[config.mk]
export PLATFORM = sky130hd
export DESIGN_NAME = interrupt_redirect_unit
export DESIGN_NICKNAME = d
export VERILOG_FILES = /design/src/rtl/interrupt_redirect_unit_pkg.sv /design/src/rtl/interrupt_redirect_unit_irq_priority_encoder.sv /design/src/rtl/interrupt_redirect_unit.sv
export SDC_FILE = /design/constraint.sdc
export NUM_CORES = 1
export LEC_CHECK = 0
export ABC_AREA = 0
export ABC_CLOCK_PERIOD_IN_PS = 9200
export CORE_MARGIN = 2
export CORE_UTILIZATION = 45
export CTS_BUF_LIST = sky130_fd_sc_hd__clkbuf_4
export DETAILED_ROUTE_END_ITERATION = 8
export HOLD_SLACK_MARGIN = 0.03
export PLACE_DENSITY = 0.94
export SLEW_MARGIN = 20
export SYNTH_ARGS = -nofsm -noshare
export SYNTH_HDL_FRONTEND = slang
export SYNTH_SLANG_ARGS = --single-unit
[constraint.sdc]
create_clock -name clk -period 9.2 [get_ports clk]
set_clock_uncertainty 0.05 [all_clocks]
set_input_delay 1.38 -clock clk [delete_from_list [all_inputs] [get_ports clk]]
set_output_delay 1.38 -clock clk [all_outputs]
set_load 0.05 [all_outputs]
[src/rtl/interrupt_redirect_unit_pkg.sv]
// interrupt_redirect_unit_pkg: shared types and constants for the fetch-stage interrupt redirect path
//   PC_Path             - fetch PC / vector address type
//   IRQ_NUM             - default number of interrupt lines (index 0 = highest priority)
//   CAUSE_WIDTH         - default cause code width
//   InterruptCausePath  - cause code type
//   InterruptStatePath  - redirect FSM states
package interrupt_redirect_unit_pkg;
   localparam int PC_WIDTH    = 32;
   localparam int IRQ_NUM     = 4;
   localparam int CAUSE_WIDTH = 4;
   typedef logic [PC_WIDTH-1:0] PC_Path;
   typedef logic [CAUSE_WIDTH-1:0] InterruptCausePath;
   typedef enum logic [1:0] {IDLE, PENDING, REDIRECT, HANDLER} InterruptStatePath;
endpackage

[src/rtl/interrupt_redirect_unit_irq_priority_encoder.sv]
// irq_priority_encoder: combinational fixed-priority encoder, lowest set index wins
//   req_i   [N-1:0] request vector
//   sel_o   [W-1:0] index of lowest set request (0 when none)
//   valid_o         any request set
module irq_priority_encoder #(
   parameter int N = 4,
   parameter int W = 4
) (
   input  logic [N-1:0] req_i,
   output logic [W-1:0] sel_o,
   output logic         valid_o
);
   assign valid_o = |req_i;
   always_comb begin
      sel_o = '0;
      for (int i = N - 1; i >= 0; i--)
         if (req_i[i]) sel_o = W'(i);
   end
endmodule

[src/rtl/interrupt_redirect_unit.sv]
// interrupt_redirect_unit: arbitrates interrupts, waits for a safe point, then pulses a fetch redirect to the handler vector
//   clk, rst          clock, synchronous active-high reset
//   pcOut             current fetch PC, captured as return address
//   irqReq/irqEnable  level requests and per-line enables; globalEnable gates all
//   vecBase/vecMode   trap vector base and direct(0)/vectored(1) mode
//   safePoint         commit allows a redirect this cycle
//   mretValid         mret committed, leaves the handler
//   interruptAddrIn/interruptAddrWE  redirect target and one-cycle strobe
//   trapTaken         one-cycle pulse with interruptAddrWE
//   epcOut/causeOut   captured return PC and cause, held until the next redirect
//   inHandler         high from the redirect cycle until mret
//   irqLatency        (only with RSD_INTERRUPT_LATENCY_COUNT_EN) PENDING cycles of the last taken interrupt
module interrupt_redirect_unit
   import interrupt_redirect_unit_pkg::*;
#(
   parameter int IRQ_NUM     = interrupt_redirect_unit_pkg::IRQ_NUM,
   parameter int CAUSE_WIDTH = interrupt_redirect_unit_pkg::CAUSE_WIDTH
) (
   input  logic                   clk,
   input  logic                   rst,
   input  PC_Path                 pcOut,
   input  logic [IRQ_NUM-1:0]     irqReq,
   input  logic [IRQ_NUM-1:0]     irqEnable,
   input  logic                   globalEnable,
   input  PC_Path                 vecBase,
   input  logic                   vecMode,
   input  logic                   safePoint,
   input  logic                   mretValid,
   output PC_Path                 interruptAddrIn,
   output logic                   interruptAddrWE,
   output logic                   trapTaken,
   output PC_Path                 epcOut,
   output logic [CAUSE_WIDTH-1:0] causeOut,
   output logic                   inHandler
`ifdef RSD_INTERRUPT_LATENCY_COUNT_EN
   ,
   output logic [15:0]            irqLatency
`endif
);
   InterruptStatePath state_q, state_d;
   logic [IRQ_NUM-1:0] active;
   logic [CAUSE_WIDTH-1:0] sel, cause_q;
   logic valid, take, we_q, trap_q, inh_q;
   PC_Path base, target, addr_q, epc_q;
   assign active = irqReq & irqEnable & {IRQ_NUM{globalEnable}};
   irq_priority_encoder #(.N(IRQ_NUM), .W(CAUSE_WIDTH)) u_enc (
      .req_i  (active),
      .sel_o  (sel),
      .valid_o(valid)
   );
   assign base   = {vecBase[PC_WIDTH-1:2], 2'b00};
   assign target = vecMode ? base + (PC_Path'(sel) << 2) : base;
   // cause is re-evaluated every PENDING cycle; only the safe-point cycle commits it
   assign take   = state_q == PENDING && valid && safePoint;
   always_comb begin
      state_d = state_q;
      unique case (state_q)
         IDLE:     state_d = valid ? PENDING : IDLE;
         PENDING:  state_d = !valid ? IDLE : safePoint ? REDIRECT : PENDING;
         REDIRECT: state_d = HANDLER;
         HANDLER:  state_d = mretValid ? IDLE : HANDLER;
      endcase
   end
   always_ff @(posedge clk) begin
      if (rst) begin
         state_q <= IDLE;
         we_q    <= 1'b0;
         trap_q  <= 1'b0;
         inh_q   <= 1'b0;
         addr_q  <= '0;
         epc_q   <= '0;
         cause_q <= '0;
      end else begin
         state_q <= state_d;
         we_q    <= take;
         trap_q  <= take;
         inh_q   <= state_d == REDIRECT || state_d == HANDLER;
         if (take) begin
            addr_q  <= target;
            epc_q   <= pcOut;
            cause_q <= sel;
         end
      end
   end
   assign interruptAddrIn = addr_q;
   assign interruptAddrWE = we_q;
   assign trapTaken       = trap_q;
   assign epcOut          = epc_q;
   assign causeOut        = cause_q;
   assign inHandler       = inh_q;
`ifdef RSD_INTERRUPT_LATENCY_COUNT_EN
   // cnt_q counts PENDING cycles already elapsed; the taking cycle itself adds one
   logic [15:0] cnt_q, lat_q;
   always_ff @(posedge clk) begin
      if (rst) begin
         cnt_q <= '0;
         lat_q <= '0;
      end else begin
         if (state_q == IDLE && valid) cnt_q <= '0;
         else if (state_q == PENDING && cnt_q != 16'hFFFF) cnt_q <= cnt_q + 16'd1;
         if (take) lat_q <= cnt_q == 16'hFFFF ? cnt_q : cnt_q + 16'd1;
      end
   end
   assign irqLatency = lat_q;
`endif
endmodule

# --- After elaboration in Yosys (flattened, before gate mapping) ---
# Cells that the tools add are included.
# W data, S select, Z words.
op_classes:
  magnitude_cmp: 0
  bitwise_logic: 2
  multipliers: 0
  div_mod_pow: 0
  shift: 0
  n_reduce_logical: 5
  muxes: 10
  eq_ne: 5
  n_addsub: 1
op_table:
  columns: ["operator", "n"]
  rows:
  - ["$add A32 B6 Y32", 1]
  - ["$mux W32", 1]
  - ["$mux W2", 7]
  - ["$and A4 B4 Y4", 2]
  - ["$eq A2 B2 Y1 const B", 4]
  - ["$pmux W2 S4", 1]
  - ["$reduce_or A4 Y1", 1]
  - ["$eq A2 B1 Y1 const B", 1]
  - ["$logic_and A1 B1 Y1", 2]
  - ["$logic_not A2 Y1", 1]
  - ["$logic_or A1 B1 Y1", 1]
  - ["$mux W1", 1]
word_totals:
  rom_bits: 0
  inputBits: 78
  ramBits: 0
  out_inout_bits: 71
  mem_count: 0
  reg_bits: 72
  latch_bits: 0
  wordCells: 29

# --- Depth between registers and ports, before layout ---
# Gate-level depths: netlist (run 1).
logic_depth:
  depth_word: 8
  ltp_mapped: 11
  depth_no_buf: 10

# --- By module ---
# Synthesis (run 1) repeated with hierarchy kept, for this count alone.
hier_totals:
  hier_cells: 391
  area_unflattened_um2: 3223.1
by_module_without_submodules:
  columns: ["mod", "area_per_inst_um2", "cells_each", "n_inst", "seq_area_each_um2"]
  rows:
  - ["interrupt_redirect_unit", 3169.3, 381, 1, 1401.3]
  - ["irq_priority_encoder", 53.8, 10, 1, 0.0]

# --- Least setup slack after synthesis (run 1) ---
# No wires, ideal clock.
synth_path:
  path_type: "in2reg"
  from: "in irqReq[2]"
  to: "reg addr_q[24], in the netlist interruptAddrIn[24]"
  required_time_ns: 9.059
  path_stages: 11
  setup_ns: 0.091
  path_buffers: 1
  setup_slack_ns: 5.294
  t_arrival_ns: 3.765
  cell_sequence: "nand2_1 a32o_1 and3_1 ha_1 inv_1 fa_1 nand4b_4 or3_4 buf_2 or4_1 a311oi_1"
synth_between:
  elab_chain_cells: 7
  elab_cells_between_ends: 10
  cone_classes: "add/sub (1); mux (4); bitwise (2); reduce/logical (3)"
synth_lines:
  columns: ["item", "line_no", "source"]
  rows:
  - ["from (decl)", "interrupt_redirect_unit.sv:22", "input logic [IRQ_NUM-1:0] irqReq,"]
  - ["$and A4 B4 Y4 (2 in a row)", "interrupt_redirect_unit.sv:45", "assign active = irqReq & irqEnable & {IRQ_NUM{globalEnable}};"]
  - ["$mux W2 (3 in a row)", "interrupt_redirect_unit_irq_priority_encoder.sv:17", "if (req_i[i]) sel_o = W'(i);"]
  - ["named net sel[0]", "interrupt_redirect_unit.sv:42", "logic [CAUSE_WIDTH-1:0] sel, cause_q;"]
  - ["$add A32 B6 Y32", "interrupt_redirect_unit.sv:52", "assign target = vecMode ? base + (PC_Path'(sel) << 2) : base;"]
  - ["$mux W32", "interrupt_redirect_unit.sv:52", null]
  - ["to (signal assigned)", "interrupt_redirect_unit.sv:79", "addr_q <= target;"]
  - ["to (decl)", "interrupt_redirect_unit.sv:44", "PC_Path base, target, addr_q, epc_q;"]
# The timed path passes the listed nets, and every way through them passes these cells.
# A chain may end at the register's enable or synchronous reset.

# --- Final worst setup path (run 1) ---
layout_path:
  from: "in irqReq[0]"
  to: "reg addr_q[29], in the netlist interruptAddrIn[29]"
layout_between:
  elab_chain_cells: 5
  elab_cells_between_ends: 8
  cone_classes: "add/sub (1); mux (2); bitwise (2); reduce/logical (3)"
layout_lines:
  columns: ["item", "line_no"]
  rows:
  - ["$and A4 B4 Y4 (2 in a row)", "interrupt_redirect_unit.sv:45"]
  - ["$mux W2", "interrupt_redirect_unit_irq_priority_encoder.sv:17"]
  - ["named net sel[1]", "interrupt_redirect_unit.sv:42"]
  - ["$add A32 B6 Y32", "interrupt_redirect_unit.sv:52"]
  - ["$mux W32", "interrupt_redirect_unit.sv:52"]
# The timed path passes the listed nets, and every way through them passes these cells.

==> impl_metrics.py, run 1 <==
metrics = {
    "power_and_ir_drop": {
        "totalPowerFinal_mw": 0.592,
        "power_leakage_nw": 1.50,
        "peakVddDrop_uv": 91.9,
        "power_density_nw_per_um2": 128,
    },
    "sta": {
        "slew_headroom_pct": 39.6,
        "min_period_ns": 4.15,
        "worst_slack_ns": 5.05,
        "rsz0062_at_grt": "no",
        "finalCritPeriodShare_pct": 45.2,
        "drv_slew": 0,
        "tightest_slew_ns": 0.906,
        "setup_tns_ns": 0,
        "hold_viol_final": 0,
        "setup_viol": 0,
        "whs_ns": 0.411,
        "clock.fmax_mhz": 241,
    },
    "clock_network": {
        "root_buffer": "clkbuf_4",
        "clkTransAtPathRegs_ns": 0.10,
        "ctsResizeCount": 0,
        "cts_setup_buffers": 0,
        "cts_tree": "built",
        "clock_path_buffers": 2,
        "cts_max_level": 3,
        "cts_hold_buf": 0,
        "clk_latency_ns": 0.40,
        "cts_sinks": 67,
        "cts-buffers-inserted": 9,
    },
    "route": {
        "drt_iter0_markers": 124,
        "wl_per_cell_um": 14.7,
        "dr.pass1.iters": 4,
        "drc": 0,
        "via_per_inst": 5.49,
        "vias": 3285,
        "ant_nets": 0,
        "wl_mm": 8.78,
    },
    "floorplan": {
        "io_pins": 149,
        "start_util_pct": 46.2,
        "dieArea_um2": 7580,
        "rows": 30,
        "die_h_um": 87.1,
        "dieWidth_um": 87.1,
        "core_um2": 6720,
    },
    "global_routing": {
        "grt_pass1_wl_mm": 13.5,
        "antenna_found_initial": 0,
        "overflow": 0,
        "grt_start_max_net_pins": 93,
        "first_global_vias": 2996,
        "grt_usage_pct": 22.5,
    },
    "synthesis": {
        "synth_flop_cell": "dfxtp_1",
        "synth_top_family_by_area": "simple AND/OR/NAND/NOR gates",
        "synth-compound-area-share_pct": 19.9,
        "synth_edf_count": 0,
        "synthAdderAreaFrac_pct": 1.45,
        "muxShareOfSynthArea_pct": 0.322,
        "netlist_area_um2": 3100,
        "synth-seq-area-share_pct": 43.2,
        "yosysWarnings": 0,
        "synth_xor_area_share_pct": 3.10,
        "syn_avg_cell_area_um2": 8.04,
        "postSynthCellCount": 386,
        "yosysUniqueCellTypes": 45,
        "ys_ff_latch": 67,
        "synthArstFlopShare_pct": 0,
        "yosys.area_share.simple_pct": 26.2,
    },
    "critical_path": {
        "crit_top_cell": "or4_1",
        "path_cells": "clkdlybuf4s50_1, a22o_1, nand2_1, nand3_1, inv_1, ha_1, a21oi_1, or4_1, or4_1, a311oi_1",
        "worst-path-max-fanout": 18,
        "arrival_ns": 4.41,
        "critical_path_class": "input port to flip-flop",
        "worstPathRequired_ns": 9.46,
        "start_kind": "input port",
        "endpoint_kind": "flip-flop",
        "critPathMaxStageDelay_ns": 0.79,
        "crit_slowest_cell": "or4_1",
    },
    "finish": {
        "area_growth_pct": 49.4,
        "multi_input_area_um2": 1600,
        "final_common_cell": "clkdlybuf4s50_1",
        "final_cell_area_um2": 4640,
        "num_antenna_cells": 0,
        "layout.nets": 595,
        "post-route-util_pct": 69.0,
        "drive_gt1_share_pct": 5.02,
        "num-fill-cells": 526,
        "layout.cells.non_filler": 598,
        "area.sequential_um2": 1340,
        "final_cell_mix": "141 x clkdlybuf4s50_1, 84 x nand2_1, 67 x dfxtp_1",
    },
    "placement": {
        "place.gp.congestion": 0.817,
        "post-place-ws_ns": 4.66,
        "place_area_um2": 4510,
        "io_buffer_count": 142,
        "dp_cells": 583,
        "dp_hpwl_mm": 6.28,
    },
    "min_path": {
        "hold_class": "flip-flop to flip-flop",
    },
    "job": {
        "maxCapViolCount": 0,
    },
    "status": {
        "status": "completed",
    },
}
cells by family after synthesis:
logic type / Yosys count
and+or+nand+nor: 170
DFF: 67
other: 1
muxes: 1
xor gates and xnor gates: 11
AOI/OAI and AO/OA: 94
adders and majority gates: 3
buffers and inverters: 39
routing by layer:
layer  vias to the layer above  track usage (%)  wire length, µm
met1                      1501             24.8             3560
met4                         0             12.1              225
li1                       1624                -                -
met2                       139             40.0             4390
met3                        21             5.02              616
met5                         -                0                0
report_power, final:
group | total [mW] | internal [mW] | leakage (nW) | switching (mW)
Sequential | 0.299 | 0.296 | 0.541 | 0.00328
Combinational | 0.108 | 0.0492 | 0.892 | 0.0584
Clock | 0.185 | 0.0791 | 0.0629 | 0.106
critical path, delay by kind of cell:
family	cells	cell delay (ns)
compound gates	3	0.72
fa+ha+maj	1	0.26
simple gates	4	1.51
buf+inv	2	0.54
registers in the layout, indices dropped and copies added (netlist names):
register,flops
trapTaken,1
causeOut,2
interruptAddrIn,30
state_q,2
epcOut,32
worst paths after layout:
kind	from	endpoint	slack [ns]	cells after the start
worst min register to register	interruptAddrIn[3]	interruptAddrIn[3]	0.41	2
worst max register to register	state_q[1]	interruptAddrIn[29]	7.12	5
worst max-delay path	irqReq[0]	interruptAddrIn[29]	5.05	10
worst min-delay path	interruptAddrIn[3]	interruptAddrIn[3]	0.41	2
synth_stat cells (3+ instances only):
cell	number	area share, %
a21oi_1	38	6.1
xnor2_1	10	2.8
o211ai_1	3	0.73
inv_1	8	0.97
nand3_1	10	1.6
clkbuf_1	21	2.5
buf_4	5	1.2
o21ai_0	7	1.1
nor2_1	33	4.0
o31ai_1	9	2.2
nor4_1	4	0.81
nand4_1	5	1.0
a211oi_1	12	2.9
or4_1	12	2.9
or3_2	3	0.73
nand2_1	84	10
or3_1	7	1.4
a311oi_1	17	4.8
dfxtp_1	67	43
layout make-up:
type	count	area share, %
multi-input cells	283	34.6
clock inverters	6	1.24
repair buffers	145	31.0
well taps	80	2.16
flip-flops and latches	67	28.9
clock buffers	9	1.46
inverters	8	0.647
Note: power is estimated with default switching activity, not from simulation.
==> run 2, diff against run 1 <==
--- a/config.mk
+++ b/config.mk
@@ -6,13 +6,13 @@
 export NUM_CORES = 1
 export LEC_CHECK = 0
 export ABC_AREA = 0
-export ABC_CLOCK_PERIOD_IN_PS = 9200
+export ABC_CLOCK_PERIOD_IN_PS = 3400
 export CORE_MARGIN = 2
-export CORE_UTILIZATION = 45
+export CORE_UTILIZATION = 38
 export CTS_BUF_LIST = sky130_fd_sc_hd__clkbuf_4
 export DETAILED_ROUTE_END_ITERATION = 8
 export HOLD_SLACK_MARGIN = 0.03
-export PLACE_DENSITY = 0.94
+export PLACE_DENSITY = 0.86
 export SLEW_MARGIN = 20
 export SYNTH_ARGS = -nofsm -noshare
 export SYNTH_HDL_FRONTEND = slang
==> constraint.sdc (replaced) <==
create_clock -name clk -period 3.4 [get_ports clk]
set_clock_uncertainty 0.05 [all_clocks]
set_input_delay 0.51 -clock clk [delete_from_list [all_inputs] [get_ports clk]]
set_output_delay 0.51 -clock clk [all_outputs]
set_load 0.05 [all_outputs]
==> run 2 against run 1 <==
Effect of this change:
- highest routed layer unchanged
- register-to-register slack lost 5.7 ns
- clock power is 120% higher
- hold slack got worse by 0.00069 ns
- global-route usage decreased by 2.4 points
- utilization decreased by 8.4 points
- power rose to 2.6 times the previous value
- largest cell class unchanged
- critical path depth is the same
- sequential share of layout area fell by 0.57 points
- non-clock buffer count is 12 higher
- final cell count up 5.7%
==> impl_metrics.py, run 2 (synthesis gave the netlist of run 1 again) <==
metrics = {
    "clock_network": {
        "cts_sinks": 67,
        "cts_tree": "built",
        "clock_path_buffers": 2,
        "cts_setup_buffers": 0,
        "cts_hold_buf": 0,
        "cts-buffers-inserted": 9,
        "root_buffer": "clkbuf_4",
        "cts_max_level": 3,
        "ctsResizeCount": 0,
        "clk_latency_ns": 0.37,
        "clkTransAtPathRegs_ns": 0.10,
    },
    "critical_path": {
        "start_kind": "input port",
        "reg2reg_depth": 5,
        "critical_path_class": "input port to flip-flop",
        "endpoint_kind": "flip-flop",
        "worstPathRequired_ns": 3.63,
        "crit_slowest_cell": "or4_1",
        "path_cells": "clkdlybuf4s50_1, a32o_1, and3_1, ha_1, inv_1, fa_1, nand4b_4, or3_4, or4_1, a311oi_1",
        "worst-path-max-fanout": 13,
        "arrival_ns": 3.44,
        "critPathMaxStageDelay_ns": 0.51,
    },
    "sta": {
        "clock.fmax_mhz": 312,
        "min_period_ns": 3.21,
        "tightest_slew_ns": 0.860,
        "slew_headroom_pct": 42.7,
        "setup_viol": 0,
        "finalCritPeriodShare_pct": 94.3,
        "hold_viol_final": 0,
        "rsz0062_at_grt": "no",
        "whs_ns": 0.410,
        "drv_slew": 0,
    },
    "placement": {
        "place.gp.congestion": 0.749,
        "io_buffer_count": 142,
        "dp_hpwl_mm": 6.76,
        "dp_cells": 617,
    },
    "finish": {
        "post-route-util_pct": 60.6,
        "num-fill-cells": 678,
        "layout.nets": 607,
        "area_growth_pct": 52.4,
        "largest_reg_flops": 32,
        "final_cell_mix": "141 x clkdlybuf4s50_1, 84 x nand2_1, 67 x dfxtp_1",
        "num_antenna_cells": 0,
        "drive_gt1_share_pct": 7.36,
        "layout.cells.non_filler": 632,
        "final_common_cell": "clkdlybuf4s50_1",
    },
    "global_routing": {
        "grt_usage_pct": 20.1,
        "first_global_vias": 3181,
        "antenna_found_initial": 0,
        "use_met3_pct": 4.39,
        "overflow": 0,
        "met1_usage_pct": 23.4,
        "met2_usage_pct": 35.8,
        "top_usage_layer": "met2",
        "grt_start_max_net_pins": 46,
        "grt_pass1_wl_mm": 14.3,
    },
    "power_and_ir_drop": {
        "p_comb_share_pct": 19.6,
        "p_clk_share_pct": 27.3,
        "p_seq_share_pct": 53.2,
        "p_sw_mw": 0.444,
        "intPower_mw": 1.08,
        "p_sw_share_pct": 29.1,
        "power_density_nw_per_um2": 322,
        "power_leakage_nw": 1.55,
        "totalPowerFinal_mw": 1.52,
        "peakVddDrop_uv": 145,
    },
    "floorplan": {
        "die_h_um": 94.4,
        "rows": 32,
        "dieArea_um2": 8910,
        "dieWidth_um": 94.4,
        "start_util_pct": 39.8,
        "io_pins": 149,
        "core_um2": 7810,
    },
    "route": {
        "wl_mm": 9.05,
        "ant_nets": 0,
        "drc": 0,
        "via_per_inst": 5.28,
        "vias": 3337,
        "dr.pass1.iters": 4,
        "wl_per_cell_um": 14.3,
        "drt_iter0_markers": 113,
    },
    "min_path": {
        "hold_class": "flip-flop to flip-flop",
        "hold_path_depth": 2,
    },
    "job": {
        "maxCapViolCount": 0,
    },
    "status": {
        "status": "completed",
    },
}
[run 2: changes by cell type in the layout (fill, tap and decap cells not counted), sizes merged]
| cell | delta |
|---|---|
| bufinv | -1 |
| buf | +12 |
| clkinv | +1 |
[run 2: through the flow]
step           setup WS [ns]  instance area, µm²  TNS, ns
3_3_place_gp         -0.0919                4630   -0.452
6_report               0.194                4730        0
4_1_cts                0.213                4730        0
5_1_grt               0.0569                4730        0
2_1_floorplan          0.364                3120        0
3_5_place_dp          -0.167                4630   -0.884
[run 2: metal layers]
layer	part of all wire, %	wire (µm)
met2	49	4470
met3	7.2	649
met1	42	3850
met4	0.99	90
met5	0	0
[run 2: area by class of cell]
type / instances / area (µm²) / share of cell area [%]
repair buffers: 157 / 1530 / 32.3
multi-input cells: 283 / 1600 / 33.9
clock inverters: 6 / 33.8 / 0.714
inverters: 8 / 30.0 / 0.635
clock buffers: 9 / 67.6 / 1.43
well taps: 102 / 128 / 2.70
flip-flops and latches: 67 / 1340 / 28.3
[run 2: power by group through the flow]
stage / clock network [mW] / registers (mW) / logic [mW]
finish: 0.415 / 0.810 / 0.298
global route: 0.463 / 0.812 / 0.321
CTS: 0.434 / 0.810 / 0.299
detailed placement: 0 / 0.828 / 0.297
global placement: 0 / 0.827 / 0.292
floorplan: 0 / 0.879 / 0.0901
[run 2: worst paths after layout]
check / start / to / slack, ns
setup / recovery: irqReq[3] / interruptAddrIn[26] / 0.19
hold / removal: epcOut[31] / epcOut[31] / 0.41
setup reg to reg: state_q[1] / interruptAddrIn[11] / 1.42
hold reg to reg: epcOut[31] / epcOut[31] / 0.41
[run 2: worst max-delay path, delay by kind of cell]
| family | cells | cell delay [ns] |
|---|---|---|
| AO/OA/AOI/OAI | 2 | 0.46 |
| adder cells (fa/ha/maj) | 2 | 0.57 |
| buffers and inverters | 2 | 0.56 |
| AND/OR/NAND/NOR | 4 | 1.34 |
==> run 3, diff against run 2 <==
--- a/config.mk
+++ b/config.mk
@@ -13,6 +13,7 @@
 export DETAILED_ROUTE_END_ITERATION = 8
 export HOLD_SLACK_MARGIN = 0.03
 export PLACE_DENSITY = 0.86
+export SKIP_LAST_GASP = 1
 export SLEW_MARGIN = 20
 export SYNTH_ARGS = -nofsm -noshare
 export SYNTH_HDL_FRONTEND = slang
==> results of run 3 <==
Final layout, timing and power as in run 2 (identical DEF).
